--- config.mk ---
export PLATFORM = sky130hd
export DESIGN_NAME = fifo_rd_stream
export DESIGN_NICKNAME = d
export VERILOG_FILES = /design/src/rtl/fifo_rd_stream.sv
export SDC_FILE = /design/constraint.sdc
export NUM_CORES = 1
export LEC_CHECK = 0
export ABC_AREA = 1
export BUFFER_PORTS_ARGS = -buffer_cell sky130_fd_sc_hd__buf_2
export CORE_UTILIZATION = 57
export CTS_CLUSTER_DIAMETER = 150
export DETAILED_ROUTE_END_ITERATION = 16
export MAX_ROUTING_LAYER = met4
export PLACE_DENSITY = 0.81
export SLEW_MARGIN = 10
export SYNTH_ARGS = -nofsm -noshare
export SYNTH_HDL_FRONTEND = slang
export SYNTH_SLANG_ARGS = --single-unit
--- constraint.sdc ---
create_clock -name rclk -period 3.95 [get_ports rclk]
set_input_delay 0.395 -clock rclk [delete_from_list [all_inputs] [get_ports rclk]]
set_output_delay 0.395 -clock rclk [all_outputs]
set_load 0.05 [all_outputs]
--- src/rtl/fifo_rd_stream.sv ---
// Read-side FIFO consumer: pops into a head+skid buffer and presents a
// first-word-fall-through valid/ready stream with a wrapping transfer counter.
module fifo_rd_stream #(
  parameter int unsigned D_SIZE = 8,
  parameter int unsigned CNT_W  = 16
) (
  input  logic              rclk,
  input  logic              rrstn,
  input  logic              flush,
  input  logic              fifo_empty,
  output logic              fifo_ren,
  input  logic [D_SIZE-1:0] fifo_rdata,
  output logic              m_valid,
  input  logic              m_ready,
  output logic [D_SIZE-1:0] m_data,
  output logic [1:0]        level,
  output logic [CNT_W-1:0]  xfer_cnt
);

  localparam logic [1:0] LVL_EMPTY = 2'd0;
  localparam logic [1:0] LVL_ONE   = 2'd1;
  localparam logic [1:0] LVL_FULL  = 2'd2;

  logic [1:0]        level_q, level_d;
  logic [D_SIZE-1:0] head_q, head_d;
  logic [D_SIZE-1:0] skid_q, skid_d;
  logic [CNT_W-1:0]  cnt_q, cnt_d;
  logic              pop;
  logic              xfer;

  // Pop decision uses only local state, so m_ready never reaches fifo_ren.
  always_comb begin
    fifo_ren = rrstn & ~fifo_empty & (level_q != LVL_FULL) & ~flush;
    m_valid  = (level_q != LVL_EMPTY) & ~flush;
    pop      = fifo_ren;
    xfer     = m_valid & m_ready;

    level_d  = level_q;
    head_d   = head_q;
    skid_d   = skid_q;
    cnt_d    = xfer ? cnt_q + CNT_W'(1) : cnt_q;

    if (flush) begin
      level_d = LVL_EMPTY;
    end else begin
      unique case (level_q)
        LVL_EMPTY: begin
          if (pop) begin
            head_d  = fifo_rdata;
            level_d = LVL_ONE;
          end
        end
        LVL_ONE: begin
          if (pop && xfer) begin
            head_d = fifo_rdata;
          end else if (pop) begin
            skid_d  = fifo_rdata;
            level_d = LVL_FULL;
          end else if (xfer) begin
            level_d = LVL_EMPTY;
          end
        end
        LVL_FULL: begin
          if (xfer) begin
            head_d  = skid_q;
            level_d = LVL_ONE;
          end
        end
        default: level_d = LVL_EMPTY;
      endcase
    end
  end

  always_ff @(posedge rclk or negedge rrstn) begin
    if (!rrstn) begin
      level_q <= LVL_EMPTY;
      head_q  <= '0;
      skid_q  <= '0;
      cnt_q   <= '0;
    end else begin
      level_q <= level_d;
      head_q  <= head_d;
      skid_q  <= skid_d;
      cnt_q   <= cnt_d;
    end
  end

  assign m_data   = head_q;
  assign level    = level_q;
  assign xfer_cnt = cnt_q;

endmodule

; Word-level counts from Yosys, hierarchy flattened
; Index checks and enable logic that the tools add are counted.
[op_classes]
n_addsub = 1
eq_ne = 10
mux = 11
bitwise = 8
n_reduce_logical = 7
[op_table]
columns = op, count
row1 = 2-to-1 mux 8 bit, 3
row2 = one-hot mux 8 bit (3 select lines), 1
row3 = "adder 16 x 1 -> 16 bit, second input constant", 1
row4 = 2-to-1 mux 2 bit, 6
row5 = "inequality test 3 bit, second input constant", 3
row6 = "inequality test 2 bit, second input constant", 4
row7 = AND reduction 4 bit, 2
row8 = one-hot mux 2 bit (3 select lines), 1
row9 = AND 1 bit, 5
row10 = AND reduction 5 bit, 1
row11 = "inequality test 4 bit, second input constant", 1
row12 = inverter 1 bit, 3
row13 = nonzero test 3 bit, 1
row14 = "== test 2 x 1 -> 1 bit, second input constant", 1
row15 = "== test 2 bit, second input constant", 1
row16 = zero test 2 bit, 1
row17 = nonzero test 2 bit, 1
row18 = logical AND 1 bit, 1
[word_totals]
reg_bits = 34
in_bits = 13
out_inout_bits = 28
word_cells = 41

; Depth between registers and ports, before layout
; Gate-level depths: netlist of run 1.
[logic_depth]
word_depth = 8
depth_mapped = 9

; Worst setup path before layout of run 1
; Ideal clock, no wire load.
[synth_path]
kind = reg-to-output
start = register level_q[0], in the netlist level[0]
end = output port fifo_ren
arrival_time_ns = 2.123
slack_ns = 1.432
stages_incl_launch_ff = 4
cell_sequence = dfrtp_1 nor2_4 buf_2 nor3_1
[synth_via]
elab_chain_len = 3
[synth_rtl]
columns = item, line_no
row1 = "start, declared", 24  ; logic [1:0] level_q, level_d;
row2 = "start signal, assigned", 81  ; level_q <= level_d;
row3 = inequality test 2 bit, 33  ; fifo_ren = rrstn & ~fifo_empty & (level_q != LVL_FULL) & ~flush;
row4 = AND 1 bit (2 in a row), 33
row5 = "end, declared", 11  ; output logic fifo_ren,
; No other way between the ends.

; Final worst setup path of run 1
; Same ends and word-level chain as after synthesis.

==> out/metrics.csv, run 1 <==
stage;metric;value;unit
outcome;status;finished clean;
floorplanning;starting utilization of the core area;59.88;%
routing;via total after detailed routing;1503;
sta;Finish-stage setup viols;0;
place;detailed placer's ending HPWL;2395;um
routing;remaining number of nets flagged by the antenna check after routing;0;
logic_synthesis;Synth Area in Compound Gates;12.25;%
logic_synthesis;biggest area contributors in the synthesized netlist;sky130_fd_sc_hd__dfrtp_1 (47%), sky130_fd_sc_hd__nand2_1 (13%), sky130_fd_sc_hd__nor2_1 (6.0%);
floorplanning;Die Outline Area;3437;sq um
place;total instance count after detailed placement;305;
layout;area delta synth->final;17.39;%
layout;fraction of layout instances using a drive strength above 1;28.62;%
sta;post-layout min period;1939;ps
cts;H-tree levels;2;
sta;accumulated negative setup slack;0;ps
power_and_ir_drop;total power after layout;1.180;mW
critical_path;Worst Path Class, Setup;register to output pin;
place;count of buffers inserted at the top-level ports;40;
critical_path;CP Data Required Time;3560;ps
logic_synthesis;Adder-Cell Fraction of Synth Area;0.6845;%
sta;worst clock skew on the final layout;13.26;ps
cts;clk buf depth;2;
routing;vias per std cell;4.802;
logic_synthesis;number of library cell types mapped by synthesis;25;
cts;clock tree from TritonCTS;built;
floorplanning;Die H;58.63;um
logic_synthesis;Synth Net Count;237;
floorplanning;die width;58.63;um
logic_synthesis;area fraction in and, or, nand and nor cells after synthesis;29.91;%
cts;number of buffers inserted by hold repair at cts;0;
sta;Max Fclk;515.6;MHz
critical_path;Reg-to-Reg Start;level[0];
logic_synthesis;share of synthesized area spent on multiplexers;0;%
routing;drc violations;0;
critical_path;cell depth of the worst flop-to-flop path;5;
global_route;via count of the first global-routing pass;1361;
power_and_ir_drop;leakage dissipation;1.049;nW
flow_run;# Max-Cap Violations;0;
sta;final count of pins violating max slew;0;
global_route;antenna violations before repair;0;
cts;Post-CTS Setup Inserts;0;
logic_synthesis;Synth Flop Type;sky130_fd_sc_hd__dfrtp_1;
cts;number of gates resized after cts;0;
logic_synthesis;async set-reset flop share out of synthesis;100.0;%
cts;cts bufs inserted;5;
layout;Antenna Diode Count;0;
power_and_ir_drop;ratio of total power to cell area;549.8;nW/um^2
layout;Final Cell Area;2146;sq um
logic_synthesis;Mean Syn Cell Area;8.197;sq um
routing;violation count after the first detailed-routing iteration;84;
cts;root buffer cell;sky130_fd_sc_hd__clkbuf_4;
cts;clock insertion delay at the later pin of the skew report;350;ps
logic_synthesis;area share of xor/xnor cells in the synthesized design;3.354;%
logic_synthesis;biggest area consumer among synthesized cells;sky130_fd_sc_hd__dfrtp_1;
layout;post-layout utilization of the core;70.29;%
routing;TritonRoute pass-1 iters;4;
logic_synthesis;Syn Std Cell Area;1828;sq um
logic_synthesis;flops & latches, synth;34;
routing;DRT Wirelength;3348;um
floorplanning;area of the core region;3053;sq um
place;placed standard-cell area;2063;sq um
critical_path;RR Endpoint;m_data[4];
cts;Sink Count;34;
logic_synthesis;largest family of logic cells by synthesized area;simple AND/OR/NAND/NOR gates;
floorplanning;top-level I/O count;41;
global_route;global-route wire length before repair;5885;um
critical_path;startpoint types;register;
critical_path;crit-path max FO;19;
cts;clock transition time at the flip-flop clock pins of the worst setup and hold paths;110;ps
power_and_ir_drop;Max VDD drop;0.4015;mV
global_route;all-layer global routing usage;23.94;%
min_path;path type of the worst min-delay path;input pin to asynchronous set/reset pin;
critical_path;setup slack of the most critical reg-to-reg path;2290;ps
logic_synthesis;Post-synth EDFFs;0;
logic_synthesis;Yosys warning total;0;
sta;fin crit share;49.10;%
logic_synthesis;most used standard cell by instance count after synthesis;sky130_fd_sc_hd__nand2_1;
sta;worst slew margin relative to its limit;70.50;%
floorplanning;number of placement rows;20;
logic_synthesis;cell types with the highest counts after synthesis;sky130_fd_sc_hd__nand2_1 (64), sky130_fd_sc_hd__dfrtp_1 (34), sky130_fd_sc_hd__nor2_1 (29), sky130_fd_sc_hd__inv_1 (23);
routing;average wire per cell in the routed design;10.70;um
critical_path;type of destination of the critical path;output pin;
layout;number of fillers in the final layout;271;
sta;Worst-Margin Slew;441.5;ps
sta;number of hold violations in the final report;0;
layout;Final Instance Count excl. Fillers;313;
global_route;Congestion Overflow GR;0;
critical_path;data arrival time of the worst path;1540;ps
layout;layout net count;282;
logic_synthesis;Mapped Cells;223;
logic_synthesis;sequential fraction of the synthesis area;46.54;%
logic_synthesis;top cell type's share of synthesized area;46.54;%
place;routability congestion estimate from global placement;0.8384;
sta;RSZ-0062 raised after global routing;false;
global_route;maximum number of pins on one net before global-route repair;37;
-- per-layer routing --
metal | vias to the layer above | GRT usage [%] | share of wire, %
li1 | 795 | - | -
met1 | 667 | 30.27 | 49
met2 | 33 | 35.80 | 45
met3 | 8 | 6.593 | 4.4
met4 | 0 | 11.22 | 2.1
met5 | - | - | 0
-- worst max-delay path: stages, from the launching register on --
cell                      delay [ps]
sky130_fd_sc_hd__dfrtp_1         490
sky130_fd_sc_hd__nor2_4          410
sky130_fd_sc_hd__nor3_1           80
sky130_fd_sc_hd__buf_2           220
-- cell usage in the layout, fill, tap and decap left out, types with 2 or more instances in the layout --
master / netlist / final
sky130_fd_sc_hd__o21ai_2: 8 / 8
sky130_fd_sc_hd__nand3_1: 6 / 6
sky130_fd_sc_hd__dfrtp_1: 34 / 34
sky130_fd_sc_hd__xor2_1: 5 / 5
sky130_fd_sc_hd__nor2_4: 3 / 3
sky130_fd_sc_hd__a21oi_1: 6 / 6
sky130_fd_sc_hd__inv_2: 5 / 5
sky130_fd_sc_hd__o21ai_1: 3 / 3
sky130_fd_sc_hd__clkbuf_4: 0 / 5
sky130_fd_sc_hd__nand3_4: 2 / 2
sky130_fd_sc_hd__nand2_2: 3 / 3
sky130_fd_sc_hd__o21ai_0: 3 / 3
sky130_fd_sc_hd__a21oi_2: 2 / 2
sky130_fd_sc_hd__nor2_1: 29 / 29
sky130_fd_sc_hd__buf_2: 1 / 40
sky130_fd_sc_hd__xnor2_1: 2 / 2
sky130_fd_sc_hd__nand3_2: 2 / 2
sky130_fd_sc_hd__nand4_1: 6 / 6
sky130_fd_sc_hd__clkinvlp_4: 0 / 2
sky130_fd_sc_hd__nand2_1: 64 / 64
sky130_fd_sc_hd__nor2_2: 2 / 2
sky130_fd_sc_hd__o21a_1: 8 / 8
sky130_fd_sc_hd__inv_1: 23 / 23
sky130_fd_sc_hd__nor3_1: 2 / 2
-- cell type report --
cell class,count,area (sq um),area share [%]
Sequential cell,34,850.8,39.65
Tap cell,44,55.05,2.566
Clock buffer,5,37.54,1.749
Inverter,28,105.1,4.898
Multi-Input combinational cell,158,844.6,39.36
Timing Repair Buffer,41,207.7,9.679
Clock inverter,3,45.04,2.099
-- how the worst max path moves through the flow --
| stage | from | endpoint | slack, ps | cells after the start |
|---|---|---|---|---|
| finish | level[0] | fifo_ren | 2010 | 3 |
| global route | level[0] | fifo_ren | 1900 | 3 |
| CTS | level[0] | fifo_ren | 1990 | 3 |
| detailed placement | rrstn | fifo_ren | 2060 | 5 |
| global placement | rrstn | fifo_ren | 2090 | 5 |
| floorplan | level[0] | fifo_ren | 1430 | 3 |
-- cells by family (layout without fill, tap and decap cells) --
family,Yosys count,count (layout)
AO/OA/AOI/OAI,31,31
XOR/XNOR,7,7
adder cells (fa/ha/maj),1,1
buffers and inverters,31,77
flip-flops,34,34
AND/OR/NAND/NOR,119,119
-- where the power goes --
part / leakage [nW] / switching [mW] / total (mW) / internal [mW]
registers: 0.434 / 0.0674 / 0.496 / 0.429
logic: 0.577 / 0.314 / 0.424 / 0.110
clock network: 0.0374 / 0.127 / 0.260 / 0.133
-- state kept, by name (all words and copies together) (netlist names) --
name	cells
xfer_cnt	16
skid_q	8
m_data	8
level	2
-- stage by stage --
| stage | hold WS, ps | setup slack [ps] |
|---|---|---|
| after floorplan | 99.41 | 1432 |
| after global placement | 454.6 | 2089 |
| after detailed placement | 455.1 | 2061 |
| after CTS | 57.60 | 1986 |
| after global routing | 65.99 | 1903 |
| final | 48.61 | 2011 |
Power figures use the tool's default switching activity.
==> run 2: changes to the inputs <==
- CORE_UTILIZATION: 57 -> 53
- PLACE_DENSITY: 0.81 -> 0.76
- clock period: 3.95 -> 1.9 ns (I/O delays scaled with it)
==> run 2 against run 1 <==
Net effect: clock skew fell by 8.4 ps; sequential cell count did not move; clock-buffer cell count rose by 3; total power rose by 100%; sequential power rose by 110%; highest routed layer unchanged.
==> out/metrics.csv, run 2 (synthesized netlist as in run 1, its figures left out) <==
stage;metric;value;unit;change
routing;TritonRoute pass-1 iters;4;;unchanged
layout;Antenna Diode Count;0;;unchanged
outcome;status;finished clean;;
sta;fin crit share;90.93;%;
sta;setup ws final;172.3;ps;-1838 ps
critical_path;crit-path max FO;12;;-7
routing;DRT Wirelength;3680;um;+9.9%
place;count of buffers inserted at the top-level ports;40;;unchanged
place;DP Worst Slack;373.6;ps;-1687 ps
critical_path;type of destination of the critical path;output pin;;
min_path;launch instance of the worst min-delay path;fifo_rdata[1];;
power_and_ir_drop;Max VDD drop;0.6991;mV;+74%
power_and_ir_drop;ratio of total power to cell area;1115;nW/um^2;+100%
cts;clock insertion delay at the later pin of the skew report;340;ps;about the same
place;detailed placer's ending HPWL;2698;um;+13%
sta;worst slew margin relative to its limit;71.99;%;+1.5 points
routing;remaining number of nets flagged by the antenna check after routing;0;;unchanged
cts;clock transition time at the flip-flop clock pins of the worst setup and hold paths;100;ps;about the same
sta;accumulated negative setup slack;0;ps;unchanged
critical_path;cell depth of the worst flop-to-flop path;5;;unchanged
layout;area delta synth->final;18.69;%;
min_path;path type of the worst min-delay path;input pin to register;;
cts;clock tree from TritonCTS;built;;
flow_run;# Max-Cap Violations;0;;unchanged
critical_path;cell type group with the largest total delay on the critical path;buffers and inverters;;
cts;H-tree levels;2;;unchanged
critical_path;most repeated library cell on the critical path;sky130_fd_sc_hd__buf_2;;
sta;Finish-stage setup viols;0;;unchanged
floorplanning;number of placement rows;20;;unchanged
critical_path;Buf/Inv on CP;3;;+2
global_route;antenna violations before repair;0;;unchanged
critical_path;startpoint types;input pin;;
sta;worst clock skew on the final layout;4.907;ps;-8.354 ps
power_and_ir_drop;leakage dissipation;1.067;nW;+1.7%
sta;RSZ-0062 raised after global routing;false;;
global_route;maximum number of pins on one net before global-route repair;26;;-30%
routing;via total after detailed routing;1550;;+3.1%
global_route;all-layer global routing usage;25.07;%;+1.1 points
layout;layout net count;284;;+0.71%
floorplanning;starting utilization of the core area;57.98;%;-1.9 points
routing;average wire per cell in the routed design;11.68;um;+9.2%
floorplanning;Die Outline Area;3688;sq um;+7.3%
routing;violation count after the first detailed-routing iteration;94;;+12%
critical_path;Worst Path Class, Setup;input pin to output pin;;
sta;Max Fclk;578.8;MHz;
sta;Worst-Margin Slew;419.3;ps;-22.24 ps
critical_path;Reg-to-Reg Start;level[0];;
floorplanning;die width;60.73;um;+3.6%
layout;most used cells in the layout excluding fill and tap cells;sky130_fd_sc_hd__nand2_1 (64), sky130_fd_sc_hd__buf_2 (40), sky130_fd_sc_hd__dfrtp_1 (34);;
cts;Sink Count;34;;unchanged
global_route;Congestion Overflow GR;0;;unchanged
critical_path;setup slack of the most critical reg-to-reg path;360;ps;-1930 ps
cts;clk buf depth;2;;unchanged
place;routability congestion estimate from global placement;0.9263;;+10%
critical_path;Worst path slowest cell;sky130_fd_sc_hd__dlygate4sd3_1;;
layout;most frequent standard cell in the layout excluding fill and tap cells;sky130_fd_sc_hd__nand2_1;;
floorplanning;top-level I/O count;41;;unchanged
critical_path;longest individual stage delay on the worst path;510;ps;+20 ps
sta;final count of pins violating max slew;0;;unchanged
critical_path;CP Data Required Time;1710;ps;-1850 ps
global_route;global-route wire length before repair;6375;um;+8.3%
layout;max reg flops;16;;unchanged
floorplanning;area of the core region;3153;sq um;+3.3%
layout;fraction of layout instances using a drive strength above 1;29.15;%;+0.53 points
critical_path;series of cell instances along the critical path;dlygate4sd3_1, buf_2, nand2_1, nor3_2, buf_2;;
routing;drc violations;0;;unchanged
min_path;worst min-delay path endpoint;skid_q[1];;
cts;root buffer cell;sky130_fd_sc_hd__clkbuf_4;;
min_path;worst hold path stage count;3;;
critical_path;RR Endpoint;m_data[5];;
cts;cts bufs inserted;5;;unchanged
critical_path;data arrival time of the worst path;1540;ps;about the same
cts;number of gates resized after cts;0;;unchanged
global_route;via count of the first global-routing pass;1441;;+5.9%
routing;vias per std cell;4.921;;+2.5%
sta;number of hold violations in the final report;0;;unchanged
floorplanning;Die H;60.73;um;+3.6%
sta;post-layout min period;1728;ps;
==> run 2: stage by stage <==
stage / power, mW / cell area (sq um) / hold WS [ps] / std cells / utilization, %
global placement: 1.918 / 2081 / 79.49 / 306 / 65.99
global route: 2.571 / 2170 / 106.2 / 315 / 68.81
floorplan: 1.716 / 1838 / -105.6 / 223 / -
detailed placement: 1.935 / 2081 / 84.13 / 306 / 65.99
finish: 2.418 / 2170 / 98.89 / 315 / 68.81
CTS: 2.444 / 2170 / 83.26 / 315 / 68.81
==> run 2: area by class of cell <==
type,count,area [sq um]
fillers,292,983.4
multi-input cells,158,854.6
flip-flops and latches,34,850.8
inverters,28,105.1
repair buffers,43,225.2
clock buffers,8,78.83
well taps,44,55.05
==> run 2: worst reg2reg max path: stages (launching register included) <==
cell,delay [ps]
sky130_fd_sc_hd__dfrtp_1,490
sky130_fd_sc_hd__nor2_1,260
sky130_fd_sc_hd__o21ai_1,140
sky130_fd_sc_hd__a21oi_4,370
sky130_fd_sc_hd__nor2_1,110
sky130_fd_sc_hd__a21oi_2,110
==> run 2: power by group <==
group	switching, mW	internal, mW	total, mW	leakage, nW
Sequential	0.135	0.891	1.03	0.434
Clock	0.248	0.253	0.500	0.0446
Combinational	0.660	0.232	0.891	0.588
Total	1.04	1.38	2.42	1.07
==> run 2: routing by layer <==
layer	GRT usage (%)	vias to the layer above	part of all wire [%]
met4	9.740	0	1.6
met3	6.397	7	5.2
met1	33.70	704	51
met2	36.42	41	42
met5	-	-	0
li1	-	798	-
==> run 2: how the worst max path moves through the flow <==
stage	startpoint	endpoint	slack, ps	cells after the start
finish	rrstn	fifo_ren	170	5
global route	rrstn	fifo_ren	60	5
CTS	rrstn	fifo_ren	150	5
detailed placement	level[0]	m_data[0]	370	5
global placement	level[0]	m_data[7]	460	5
floorplan	level[0]	fifo_ren	20	3
==> run 2: what timing repair did <==
item,4_1_cts,5_1_grt
hold buffers,1,0
endpoints found under the setup margin,0,0
hold endpoints to repair,9,0
setup buffers,0,0
==> run 3: changes to the inputs <==
- CELL_PAD_IN_SITES_DETAIL_PLACEMENT: not set -> 0
- CELL_PAD_IN_SITES_GLOBAL_PLACEMENT: not set -> 2
- CORE_MARGIN: not set -> 3
- CORE_UTILIZATION: 53 -> 33
- PLACE_DENSITY: 0.76 -> 0.81
- clock period: 1.9 -> 2 ns (I/O delays scaled with it)
==> run 3 against run 2 <==
Net effect: via count down 3.2%; sequential power down 5%; utilization shrank 27 points; global-route usage decreased by 11 points; wire length up 10%; non-clock buffer count unchanged; combinational power fell by 4.6%; sequential cell count unchanged; clock-buffer cell count decreased by 3; cell area rose by 1.5%; final cell count increased by 7.9%; highest routed layer unchanged.
==> out/metrics.csv, run 3 (synthesized netlist as in run 1, its figures left out) <==
stage;metric;value;unit;change
outcome;status;finished clean;;
routing;drc violations;0;;unchanged
sta;fin crit share;84.21;%;
sta;RSZ-0062 raised after global routing;false;;
critical_path;startpoint types;input pin;;
power_and_ir_drop;Clk network pwr share;20.7;%;about the same
sta;WHS;177.2;ps;+78.33 ps
global_route;all-layer global routing usage;14.32;%;-11 points
sta;Max Fclk;593.7;MHz;
cts;Post-CTS Setup Inserts;0;;unchanged
routing;remaining number of nets flagged by the antenna check after routing;0;;unchanged
cts;Sink Count;34;;unchanged
place;count of buffers inserted at the top-level ports;40;;unchanged
sta;accumulated negative setup slack;0;ps;unchanged
place;routability congestion estimate from global placement;0.7969;;-14%
critical_path;type of destination of the critical path;output pin;;
power_and_ir_drop;leakage dissipation;1.066;nW;about the same
global_route;via count of the first global-routing pass;1472;;+2.2%
floorplanning;area of the core region;5238;sq um;+66%
critical_path;most repeated library cell on the critical path;sky130_fd_sc_hd__buf_2;;
place;detailed placer's ending HPWL;3042;um;+13%
place;total instance count after detailed placement;332;;+8.5%
power_and_ir_drop;ratio of total power to cell area;1047;nW/um^2;-6.1%
routing;average wire per cell in the routed design;11.96;um;+2.3%
min_path;path type of the worst min-delay path;input pin to register;;
cts;cts bufs inserted;5;;unchanged
power_and_ir_drop;switching share of total power;43.56;%;+0.44 points
power_and_ir_drop;Internal Dissipation;1.301;mW;-5.4%
critical_path;Worst Path Class, Setup;input pin to output pin;;
layout;Antenna Diode Count;0;;unchanged
layout;number of fillers in the final layout;557;;+91%
cts;clock tree from TritonCTS;built;;
routing;DRT Wirelength;4065;um;+10%
global_route;antenna violations before repair;0;;unchanged
sta;worst clock skew on the final layout;5.138;ps;+0.2314 ps
layout;Final Cell Area;2202;sq um;+1.5%
layout;most frequent standard cell in the layout excluding fill and tap cells;sky130_fd_sc_hd__nand2_1;;
floorplanning;Die H;80.43;um;+32%
layout;area taken by flip-flops and latches;850.8;sq um;unchanged
floorplanning;die width;80.43;um;+32%
layout;max reg flops;16;;unchanged
cts;H-tree levels;2;;unchanged
power_and_ir_drop;Max VDD drop;0.6308;mV;-9.8%
floorplanning;number of placement rows;26;;+30%
cts;number of gates resized after cts;0;;unchanged
sta;setup ws final;315.7;ps;+143.5 ps
layout;layout net count;284;;unchanged
layout;post-layout utilization of the core;42.04;%;-27 points
layout;most used cells in the layout excluding fill and tap cells;sky130_fd_sc_hd__nand2_1 (64), sky130_fd_sc_hd__buf_2 (40), sky130_fd_sc_hd__dfrtp_1 (34);;
layout;Final Instance Count excl. Fillers;340;;+7.9%
sta;number of hold violations in the final report;0;;unchanged
floorplanning;starting utilization of the core area;34.90;%;-23 points
cts;clock insertion delay at the later pin of the skew report;280;ps;-60 ps
layout;area delta synth->final;20.47;%;
power_and_ir_drop;Logic pwr share;36.9;%;about the same
power_and_ir_drop;sequential fraction of design power;42.4;%;about the same
global_route;global-route wire length before repair;6941;um;+8.9%
critical_path;series of cell instances along the critical path;dlygate4sd3_1, buf_2, nand2_1, nor3_2, buf_2;;
critical_path;crit-path max FO;7;;-5
routing;via total after detailed routing;1500;;-3.2%
cts;clk buf depth;2;;unchanged
min_path;worst hold path stage count;3;;unchanged
sta;Worst-Margin Slew;417.8;ps;-1.498 ps
routing;TritonRoute pass-1 iters;4;;unchanged
routing;violation count after the first detailed-routing iteration;79;;-16%
sta;final count of pins violating max slew;0;;unchanged
critical_path;setup slack of the most critical reg-to-reg path;480;ps;+120 ps
sta;post-layout min period;1684;ps;
critical_path;longest individual stage delay on the worst path;510;ps;about the same
cts;root buffer cell;sky130_fd_sc_hd__clkbuf_8;;
floorplanning;top-level I/O count;41;;unchanged
power_and_ir_drop;total power after layout;2.305;mW;-4.7%
sta;Finish-stage setup viols;0;;unchanged
global_route;maximum number of pins on one net before global-route repair;31;;+19%
power_and_ir_drop;power dissipated by switching net loads;1.004;mW;-3.7%
critical_path;CP Data Required Time;1800;ps;+90 ps
layout;fraction of layout instances using a drive strength above 1;28.89;%;-0.26 points
cts;clock transition time at the flip-flop clock pins of the worst setup and hold paths;70;ps;-30 ps
global_route;Congestion Overflow GR;0;;unchanged
critical_path;Worst path slowest cell;sky130_fd_sc_hd__dlygate4sd3_1;;
routing;vias per std cell;4.412;;-10%
critical_path;data arrival time of the worst path;1480;ps;-60 ps
floorplanning;Die Outline Area;6468;sq um;+75%
critical_path;cell depth of the worst flop-to-flop path;5;;unchanged
layout;area taken by multi-input logic gates;854.6;sq um;unchanged
place;placed standard-cell area;2113;sq um;+1.6%
flow_run;# Max-Cap Violations;0;;unchanged
place;DP Worst Slack;452.8;ps;+79.22 ps
sta;worst slew margin relative to its limit;72.09;%;+0.10 points
[run 3: cell count changes in the layout (fill, tap and decap cells not counted)]
cell,delta
sky130_fd_sc_hd__clkbuf_4,-5
sky130_fd_sc_hd__clkbuf_8,+2
sky130_fd_sc_hd__clkinv_2,+2
[run 3: cell type report]
type / instances / area share (%)
inverter: 28 / 4.773
multi-input combinational: 158 / 38.81
clock inverter: 2 / 0.4545
clock buffer: 5 / 3.125
timing repair buffer: 43 / 10.23
tap: 70 / 3.977
sequential: 34 / 38.64
[run 3: power by group through the flow]
stage                     logic (mW)  registers (mW)  clock network [mW]
after CTS                      0.859           0.978               0.495
after global routing           0.922            1.00               0.527
after global placement         0.856           0.984                   0
after detailed placement       0.858           0.986                   0
final                          0.850           0.977               0.478
after floorplan                0.285            1.35                   0
[run 3: repair_timing]
action,in CTS,in global routing
endpoints found under the setup margin,0,0
hold endpoints to repair,4,0
hold buffers,1,0
[run 3: path summary, 6_finish.rpt]
path | start | to
max | rrstn | fifo_ren
min | fifo_rdata[2] | skid_q[2]
max reg2reg | level[0] | m_data[0]
min reg2reg | skid_q[4] | skid_q[4]
max in group asynchronous | rrstn | xfer_cnt[7]
min in group asynchronous | rrstn | level[1]
[run 3: metal layers]
metal / vias up / global-route usage, % / share of wire [%]
met5: - / - / 0
met4: 0 / 4.561 / 1.0
li1: 795 / - / -
met1: 663 / 18.94 / 49
met3: 5 / 3.475 / 5.1
met2: 37 / 21.61 / 45
[run 3: worst max-delay path: cells and delay by family]
| kind | cells | cell delay [ps] |
|---|---|---|
| buffers and inverters | 3 | 1000 |
| and+or+nand+nor | 2 | 270 |
